## config.mk

```make
export PLATFORM = sky130hd
export DESIGN_NAME = hazard_unit_mc_flat
export DESIGN_NICKNAME = d
export VERILOG_FILES = /design/src/rtl/rvpipe_pkg.sv /design/src/rtl/hazard_unit_mc_if.sv /design/src/rtl/hazard_unit_mc_fwd_sel.sv /design/src/rtl/hazard_unit_mc.sv /design/src/flat_wrapper.sv
export SDC_FILE = /design/constraint.sdc
export NUM_CORES = 1
export LEC_CHECK = 0
export BUFFER_PORTS_ARGS = -buffer_cell sky130_fd_sc_hd__buf_2
export CAP_MARGIN = 10
export CORE_MARGIN = 5
export CORE_UTILIZATION = 47
export CTS_CLUSTER_DIAMETER = 60
export DETAILED_ROUTE_END_ITERATION = 6
export PLACE_DENSITY = 0.82
export SYNTH_ARGS = -nofsm -noshare
export SYNTH_HDL_FRONTEND = slang
export SYNTH_SLANG_ARGS = --single-unit
```

## constraint.sdc

```tcl
create_clock -name clk -period 2.3 [get_ports clk]
set_input_delay 0.23 -clock clk [delete_from_list [all_inputs] [get_ports clk]]
set_output_delay 0.23 -clock clk [all_outputs]
set_load 0.05 [all_outputs]
```

## src/rtl/rvpipe_pkg.sv

```systemverilog
// ============================================================================
// rvpipe_pkg : shared forward-select codes and hazard FSM state encoding
// Revision   : 1.0
// ============================================================================
`default_nettype none

package rvpipe_pkg;

  localparam logic [1:0] FWD_RF = 2'b00;
  localparam logic [1:0] FWD_W  = 2'b01;
  localparam logic [1:0] FWD_M  = 2'b10;

  typedef enum logic [1:0] {
    IDLE    = 2'd0,
    LDSTALL = 2'd1,
    MCBUSY  = 2'd2
  } hz_state_e;

endpackage

`default_nettype wire

```

## src/rtl/hazard_unit_mc_if.sv

```systemverilog
// ============================================================================
// hazard_unit_mc_if : datapath <-> hazard unit signal bundle
// Revision          : 1.0
// ============================================================================
`default_nettype none

interface hazard_unit_mc_if #(
  parameter int REG_AW = 5,
  parameter int PERF_W = 16
);

  logic [REG_AW-1:0] Rs1D;
  logic [REG_AW-1:0] Rs2D;
  logic [REG_AW-1:0] Rs1E;
  logic [REG_AW-1:0] Rs2E;
  logic [REG_AW-1:0] RdE;
  logic [REG_AW-1:0] RdM;
  logic [REG_AW-1:0] RdW;
  logic              PCSrcE;
  logic              ResultSrcb0E;
  logic              McStartE;
  logic              RegWriteM;
  logic              RegWriteW;

  logic [1:0]        ForwardAE;
  logic [1:0]        ForwardBE;
  logic              StallF;
  logic              StallD;
  logic              StallE;
  logic              FlushD;
  logic              FlushE;
  logic              FlushM;
  logic              McBusy;
  logic [PERF_W-1:0] StallCount;

  // Datapath side
  modport master (
    output Rs1D, Rs2D, Rs1E, Rs2E, RdE, RdM, RdW,
           PCSrcE, ResultSrcb0E, McStartE, RegWriteM, RegWriteW,
    input  ForwardAE, ForwardBE, StallF, StallD, StallE,
           FlushD, FlushE, FlushM, McBusy, StallCount
  );

  // Hazard unit side
  modport slave (
    input  Rs1D, Rs2D, Rs1E, Rs2E, RdE, RdM, RdW,
           PCSrcE, ResultSrcb0E, McStartE, RegWriteM, RegWriteW,
    output ForwardAE, ForwardBE, StallF, StallD, StallE,
           FlushD, FlushE, FlushM, McBusy, StallCount
  );

endinterface

`default_nettype wire

```

## src/rtl/hazard_unit_mc_fwd_sel.sv

```systemverilog
// ============================================================================
// fwd_sel : per-operand forwarding source select (M beats W, x0 never forwards)
// Revision: 1.0
// ============================================================================
`default_nettype none

module fwd_sel
  import rvpipe_pkg::*;
#(
  parameter int REG_AW = 5
) (
  input  wire logic [REG_AW-1:0] i_rs,
  input  wire logic [REG_AW-1:0] i_rd_m,
  input  wire logic [REG_AW-1:0] i_rd_w,
  input  wire logic              i_regwrite_m,
  input  wire logic              i_regwrite_w,
  output logic [1:0]             o_fwd
);

  logic w_rs_nz;

  assign w_rs_nz = |i_rs;

  always_comb begin
    o_fwd = FWD_RF;
    if (w_rs_nz && i_regwrite_m && (i_rs == i_rd_m)) begin
      o_fwd = FWD_M;
    end else if (w_rs_nz && i_regwrite_w && (i_rs == i_rd_w)) begin
      o_fwd = FWD_W;
    end
  end

endmodule

`default_nettype wire

```

## src/rtl/hazard_unit_mc.sv

```systemverilog
// ============================================================================
// hazard_unit_mc : forwarding, load-use / multi-cycle stall, branch flush and
//                  saturating stall-cycle counter for the rvpipe 5-stage core
// Revision       : 1.0
// ============================================================================
`default_nettype none

module hazard_unit_mc
  import rvpipe_pkg::*;
#(
  parameter int REG_AW   = 5,
  parameter int LOAD_LAT = 1,
  parameter int MC_LAT   = 4,
  parameter int PERF_W   = 16
) (
  input  wire logic   clk,
  input  wire logic   rst_n,
  hazard_unit_mc_if.slave hz
);

  localparam int LDW = (LOAD_LAT > 1) ? $clog2(LOAD_LAT) : 1;
  localparam int MCW = $clog2(MC_LAT);

  localparam logic [LDW-1:0] c_LD_INIT = LDW'(LOAD_LAT - 1);
  localparam logic [MCW-1:0] c_MC_INIT = MCW'(MC_LAT - 2);
  localparam logic [LDW-1:0] c_LD_LAST = LDW'(1);

  hz_state_e         r_state;
  logic [LDW-1:0]    r_ldcnt;
  logic [MCW-1:0]    r_mccnt;
  logic [PERF_W-1:0] r_stall_cnt;

  logic w_load_use;
  logic w_stall_f;
  logic w_stall_d;
  logic w_stall_e;
  logic w_flush_d;
  logic w_flush_e;
  logic w_flush_m;
  logic w_mc_busy;

  fwd_sel #(.REG_AW(REG_AW)) u_fwd_a (
    .i_rs         (hz.Rs1E),
    .i_rd_m       (hz.RdM),
    .i_rd_w       (hz.RdW),
    .i_regwrite_m (hz.RegWriteM),
    .i_regwrite_w (hz.RegWriteW),
    .o_fwd        (hz.ForwardAE)
  );

  fwd_sel #(.REG_AW(REG_AW)) u_fwd_b (
    .i_rs         (hz.Rs2E),
    .i_rd_m       (hz.RdM),
    .i_rd_w       (hz.RdW),
    .i_regwrite_m (hz.RegWriteM),
    .i_regwrite_w (hz.RegWriteW),
    .o_fwd        (hz.ForwardBE)
  );

  assign w_load_use = hz.ResultSrcb0E && (hz.RdE != '0) &&
                      ((hz.Rs1D == hz.RdE) || (hz.Rs2D == hz.RdE));

  // Stall/flush must act in the cycle the hazard is seen, so they decode
  // the current state and inputs rather than being registered.
  always_comb begin
    w_stall_f = 1'b0;
    w_stall_d = 1'b0;
    w_stall_e = 1'b0;
    w_flush_d = 1'b0;
    w_flush_e = 1'b0;
    w_flush_m = 1'b0;
    w_mc_busy = 1'b0;
    case (r_state)
      IDLE: begin
        if (hz.PCSrcE) begin
          w_flush_d = 1'b1;
          w_flush_e = 1'b1;
        end else if (hz.McStartE) begin
          w_stall_f = 1'b1;
          w_stall_d = 1'b1;
          w_stall_e = 1'b1;
          w_flush_m = 1'b1;
          w_mc_busy = 1'b1;
        end else if (w_load_use) begin
          w_stall_f = 1'b1;
          w_stall_d = 1'b1;
          w_flush_e = 1'b1;
        end
      end
      LDSTALL: begin
        w_stall_f = 1'b1;
        w_stall_d = 1'b1;
        w_flush_e = 1'b1;
      end
      MCBUSY: begin
        if (r_mccnt != '0) begin
          w_stall_f = 1'b1;
          w_stall_d = 1'b1;
          w_stall_e = 1'b1;
          w_flush_m = 1'b1;
          w_mc_busy = 1'b1;
        end
      end
      default: begin
        w_stall_f = 1'b0;
      end
    endcase
  end

  // Gating with rst_n keeps the controls quiet during reset even if the
  // datapath is still presenting a hazard.
  assign hz.StallF     = w_stall_f & rst_n;
  assign hz.StallD     = w_stall_d & rst_n;
  assign hz.StallE     = w_stall_e & rst_n;
  assign hz.FlushD     = w_flush_d & rst_n;
  assign hz.FlushE     = w_flush_e & rst_n;
  assign hz.FlushM     = w_flush_m & rst_n;
  assign hz.McBusy     = w_mc_busy & rst_n;
  assign hz.StallCount = r_stall_cnt;

  always_ff @(posedge clk or negedge rst_n) begin
    if (!rst_n) begin
      r_state <= IDLE;
      r_ldcnt <= '0;
      r_mccnt <= '0;
    end else begin
      case (r_state)
        IDLE: begin
          if (!hz.PCSrcE) begin
            if (hz.McStartE) begin
              r_mccnt <= c_MC_INIT;
              r_state <= MCBUSY;
            end else if (w_load_use && (LOAD_LAT > 1)) begin
              r_ldcnt <= c_LD_INIT;
              r_state <= LDSTALL;
            end
          end
        end
        LDSTALL: begin
          r_ldcnt <= r_ldcnt - 1'b1;
          if (r_ldcnt == c_LD_LAST) begin
            r_state <= IDLE;
          end
        end
        MCBUSY: begin
          if (r_mccnt == '0) begin
            r_state <= IDLE;
          end else begin
            r_mccnt <= r_mccnt - 1'b1;
          end
        end
        default: begin
          r_state <= IDLE;
        end
      endcase
    end
  end

  always_ff @(posedge clk or negedge rst_n) begin
    if (!rst_n) begin
      r_stall_cnt <= '0;
    end else if (w_stall_f && (r_stall_cnt != '1)) begin
      r_stall_cnt <= r_stall_cnt + 1'b1;
    end
  end

endmodule

`default_nettype wire

```

## src/flat_wrapper.sv

```systemverilog
// flat-port wrapper written by rule: the top's interface ports become plain ports
module hazard_unit_mc_flat import rvpipe_pkg::*;
#(
  parameter int REG_AW   = 5,
  parameter int LOAD_LAT = 1,
  parameter int MC_LAT   = 4,
  parameter int PERF_W   = 16
)
  (clk, rst_n, hz_Rs1D, hz_Rs2D, hz_Rs1E, hz_Rs2E, hz_RdE, hz_RdM, hz_RdW, hz_PCSrcE, hz_ResultSrcb0E, hz_McStartE, hz_RegWriteM, hz_RegWriteW, hz_ForwardAE, hz_ForwardBE, hz_StallF, hz_StallD, hz_StallE, hz_FlushD, hz_FlushE, hz_FlushM, hz_McBusy, hz_StallCount);
  hazard_unit_mc_if #(.REG_AW(REG_AW), .PERF_W(PERF_W)) hz_i ();
  input  wire logic clk;
  input  wire logic rst_n;
  input wire logic [$bits(hz_i.Rs1D)-1:0] hz_Rs1D;
  input wire logic [$bits(hz_i.Rs2D)-1:0] hz_Rs2D;
  input wire logic [$bits(hz_i.Rs1E)-1:0] hz_Rs1E;
  input wire logic [$bits(hz_i.Rs2E)-1:0] hz_Rs2E;
  input wire logic [$bits(hz_i.RdE)-1:0] hz_RdE;
  input wire logic [$bits(hz_i.RdM)-1:0] hz_RdM;
  input wire logic [$bits(hz_i.RdW)-1:0] hz_RdW;
  input wire logic [$bits(hz_i.PCSrcE)-1:0] hz_PCSrcE;
  input wire logic [$bits(hz_i.ResultSrcb0E)-1:0] hz_ResultSrcb0E;
  input wire logic [$bits(hz_i.McStartE)-1:0] hz_McStartE;
  input wire logic [$bits(hz_i.RegWriteM)-1:0] hz_RegWriteM;
  input wire logic [$bits(hz_i.RegWriteW)-1:0] hz_RegWriteW;
  output wire logic [$bits(hz_i.ForwardAE)-1:0] hz_ForwardAE;
  output wire logic [$bits(hz_i.ForwardBE)-1:0] hz_ForwardBE;
  output wire logic [$bits(hz_i.StallF)-1:0] hz_StallF;
  output wire logic [$bits(hz_i.StallD)-1:0] hz_StallD;
  output wire logic [$bits(hz_i.StallE)-1:0] hz_StallE;
  output wire logic [$bits(hz_i.FlushD)-1:0] hz_FlushD;
  output wire logic [$bits(hz_i.FlushE)-1:0] hz_FlushE;
  output wire logic [$bits(hz_i.FlushM)-1:0] hz_FlushM;
  output wire logic [$bits(hz_i.McBusy)-1:0] hz_McBusy;
  output wire logic [$bits(hz_i.StallCount)-1:0] hz_StallCount;
  assign hz_i.Rs1D = hz_Rs1D;
  assign hz_i.Rs2D = hz_Rs2D;
  assign hz_i.Rs1E = hz_Rs1E;
  assign hz_i.Rs2E = hz_Rs2E;
  assign hz_i.RdE = hz_RdE;
  assign hz_i.RdM = hz_RdM;
  assign hz_i.RdW = hz_RdW;
  assign hz_i.PCSrcE = hz_PCSrcE;
  assign hz_i.ResultSrcb0E = hz_ResultSrcb0E;
  assign hz_i.McStartE = hz_McStartE;
  assign hz_i.RegWriteM = hz_RegWriteM;
  assign hz_i.RegWriteW = hz_RegWriteW;
  assign hz_ForwardAE = hz_i.ForwardAE;
  assign hz_ForwardBE = hz_i.ForwardBE;
  assign hz_StallF = hz_i.StallF;
  assign hz_StallD = hz_i.StallD;
  assign hz_StallE = hz_i.StallE;
  assign hz_FlushD = hz_i.FlushD;
  assign hz_FlushE = hz_i.FlushE;
  assign hz_FlushM = hz_i.FlushM;
  assign hz_McBusy = hz_i.McBusy;
  assign hz_StallCount = hz_i.StallCount;
  hazard_unit_mc #(.REG_AW(REG_AW), .LOAD_LAT(LOAD_LAT), .MC_LAT(MC_LAT), .PERF_W(PERF_W)) u_core (.clk(clk), .rst_n(rst_n), .hz(hz_i));
endmodule
```

==> implementation parameters <==
Parameter                              Value

Global routing
  Pin count of the biggest net entering global routing ... 15
  Global routing usage summed across all routing layers ... 16.9%
  First-pass GRT wire length ... 5840 um
  Initial antenna violation count ... 0
  Overall overflow remaining after global route ... 0
  Via count of the first global-routing pass ... 1392

Synth
  Synthesized instance count ... 150
  Share of flip-flops with an asynchronous set or reset after synthesis ... 100%
  Number of register bits inferred by synthesis ... 19
  Yosys synthesis warning count ... 0
  Leading area contributor after synthesis ... sky130_fd_sc_hd__dfrtp_1
  Cell area after synthesis ... 1490 um2
  Fraction of synthesized cell area taken by the top area cell type ... 32.0%
  Mapped Avg Cell Area ... 9.90 um2
  Area contributors post-synth ... sky130_fd_sc_hd__dfrtp_1 32%, sky130_fd_sc_hd__xor2_1 17%, sky130_fd_sc_hd__xnor2_1 10%
  Count of flip-flops with a built-in enable after synthesis ... 0
  Mapped Nets ... 194
  Post-synth cell types ... 35
  Sequential share of the synthesized area ... 32.0%
  Most used flip-flop cell after synthesis ... sky130_fd_sc_hd__dfrtp_1

Worst setup path
  Number of buffer and inverter stages on the critical path ... 2
  Dominant delay contributor by cell family on the critical path ... simple AND/OR/NAND/NOR gates
  Crit path DAT ... 1.84 ns
  Longest individual stage delay on the worst path ... 0.34 ns
  Element type at the critical path end ... output pin
  Worst setup path class ... reg -> out
  Critical Path, Cell by Cell ... inv_1 -> ha_1 -> nor2_1 -> nor2_1 -> nor3b_2 -> buf_2
  Critical path fanouts, max ... 5
  R2R setup slack ... 0.44 ns
  CP dominant cell by count ... sky130_fd_sc_hd__nor2_1
  Critical Path RT ... 2.07 ns
  Critical Path Start Type ... flop
  CP max stage cell ... sky130_fd_sc_hd__dfrtp_1

Placement
  Number of input and output port buffers inserted ... 68
  Placer congestion estimate ... 0.772
  Half-perimeter wire length of the detailed placement result ... 3010 um

Clocking
  Clk Tree Root Cell ... sky130_fd_sc_hd__clkbuf_4
  Num CTS Buffers ... 3
  Register clock-pin slew on the reported worst setup and hold paths ... 0.12 ns
  # H-tree levels ... 1
  CTS tree ... yes
  Worst-skew pair later-pin latency ... 0.30 ns
  Num Clock Sinks ... 19
  Buffers from clock root to sink, at most ... 2

Die
  Height of the chip ... 66.2 um
  Floorplan die width ... 66.2 um
  Die outline area ... 4380 um2
  Starting Density ... 48.6%
  Area of the core region ... 3050 um2
  Cell row count ... 20
  Ports placed on the boundary ... 69

Power
  IR drop worst, VDD ... 0.000668 V
  LEAKAGE ... 0.000988 uW
  Post-layout power ... 1670 uW
  Cell Pwr Density ... 861 nW/um2

Final layout
  Antenna Diode Count ... 0
  Nets ... 267
  Area growth, synth to finish ... 30.4%
  Fraction of layout cells with a size suffix above 1 ... 43.2%
  Utilization after layout ... 63.4%
  Commonest non-fill, non-tap cell in the layout ... sky130_fd_sc_hd__buf_2
  # fillers ... 293
  Commonest cells after routing, fill and taps aside ... 68 x sky130_fd_sc_hd__buf_2, 28 x sky130_fd_sc_hd__xor2_1, 19 x sky130_fd_sc_hd__dfrtp_1

Timing
  Count of final max-slew check failures ... 0
  Unrepaired setup endpoints after global routing ... false
  Hold Vio Cnt, Final ... 0
  Clock period minus worst slack ... 2.07 ns
  Period utilization ... 90.0%
  Count of endpoints failing setup in the final report ... 0
  Rel. slew slack ... 66.4%
  Clk_skew ... 0.0130 ns
  TNS Setup ... 0 ns
  Maximum clock frequency ... 483 MHz
  Worst Max-Slew Pin Slew ... 0.504 ns

Routing
  Antenna violation net count after detailed routing ... 0
  Routed met3 length ... 193 um
  Detailed Routing Iterations Pass 1 ... 4
  Detailed route wirelength on metal2 ... 1780 um
  Via count of the routed design ... 1352
  Detailed Route WL ... 3500 um
  Met1 routed wirelength after detailed routing ... 1520 um
  Highest layer used for signal routing ... met3
  Iteration-0 DRC count of the detailed router ... 46
  Mean routed wirelength per cell ... 13.2 um
  Drc violations ... 0
  Detail-routed via count per cell ... 5.08

Status
  Status ... complete, no violations

Job
  Max-cap viol count ... 0

Hold path
  Class of the worst hold path ... in -> reg
[where the power goes]
group	leakage, uW	internal, uW	switching, uW	total (uW)
clock	0.0000150	67.5	106	174
combinational	0.000730	319	674	993
sequential	0.000243	417	84.0	501
[synthesized netlist by cell type, drive strengths merged (2+ instances only)]
cell type   n
and2        2
nand2       7
nor4        8
nor2        9
and3        4
buf         5
dfrtp      19
and4        2
or4         2
inv         4
ha          2
nand3       8
or3         2
xor2       28
nor3b       2
nor3       12
nand4       5
xnor2      17
[metal layers]
metal / vias to the layer above / GRT usage [%]
met4: 0 / 3.81
met3: 0 / 3.23
met1: 642 / 20.4
li1: 674 / -
met2: 36 / 30.7
met5: - / 0
[sequential cells by signal, summed over array words and instances, names as in the netlist]
signal                cells
u_core.hz.StallCount     16
u_core.r_mccnt            2
u_core.r_state            1
[area by class of cell]
class                           count  area [um2]  area share [%]
Tap cell                           44        55.1            2.84
Multi-Input combinational cell    122         985            50.8
Inverter                            4        15.0           0.775
Clock buffer                        4        26.3            1.36
Timing Repair Buffer               73         380            19.6
Sequential cell                    19         475            24.5
[through the flow]
| step | cell area, um2 | hold slack [ns] | setup slack [ns] | cells |
|---|---|---|---|---|
| detailed placement | 1890 | 0.0871 | 0.334 | 261 |
| global placement | 1890 | 0.0852 | 0.369 | 261 |
| floorplan | 1510 | -0.0656 | -0.516 | 150 |
| global route | 1940 | 0.264 | 0.0613 | 266 |
| CTS | 1930 | 0.260 | 0.0675 | 266 |
| finish | 1940 | 0.267 | 0.231 | 266 |
[cell families (layout without fill, tap and decap cells)]
group	Yosys count	count (layout)	synth area share, %
XOR/XNOR	45	45	26.5
multiplexers	1	1	1.01
buffers and inverters	9	81	4.04
flip-flops	19	19	32.0
AO/OA/AOI/OAI	9	9	7.08
adder cells (fa/ha/maj)	2	2	1.68
AND/OR/NAND/NOR	65	65	27.6
[path summary, 6_finish.rpt]
| check | depth (start not counted) | end | startpoint |
|---|---|---|---|
| max in group asynchronous | 3 | u_core.hz.StallCount[5] | rst_n |
| min reg2reg | 1 | u_core.hz.StallCount[13] | u_core.hz.StallCount[13] |
| max reg2reg | 6 | u_core.hz.StallCount[2] | u_core.hz.StallCount[6] |
| min in group asynchronous | 2 | u_core.hz.StallCount[1] | rst_n |
| min | 2 | u_core.r_state[1] | hz_McStartE |
| max | 6 | hz_StallF | u_core.r_mccnt[0] |
[repair_timing]
action,4_1_cts,5_1_grt
hold buffers,1,0
resized for setup,0,1
hold endpoints to repair,5,0
setup endpoints to repair,0,2
buffers inserted,0,0
Power figures use the tool's default switching activity.
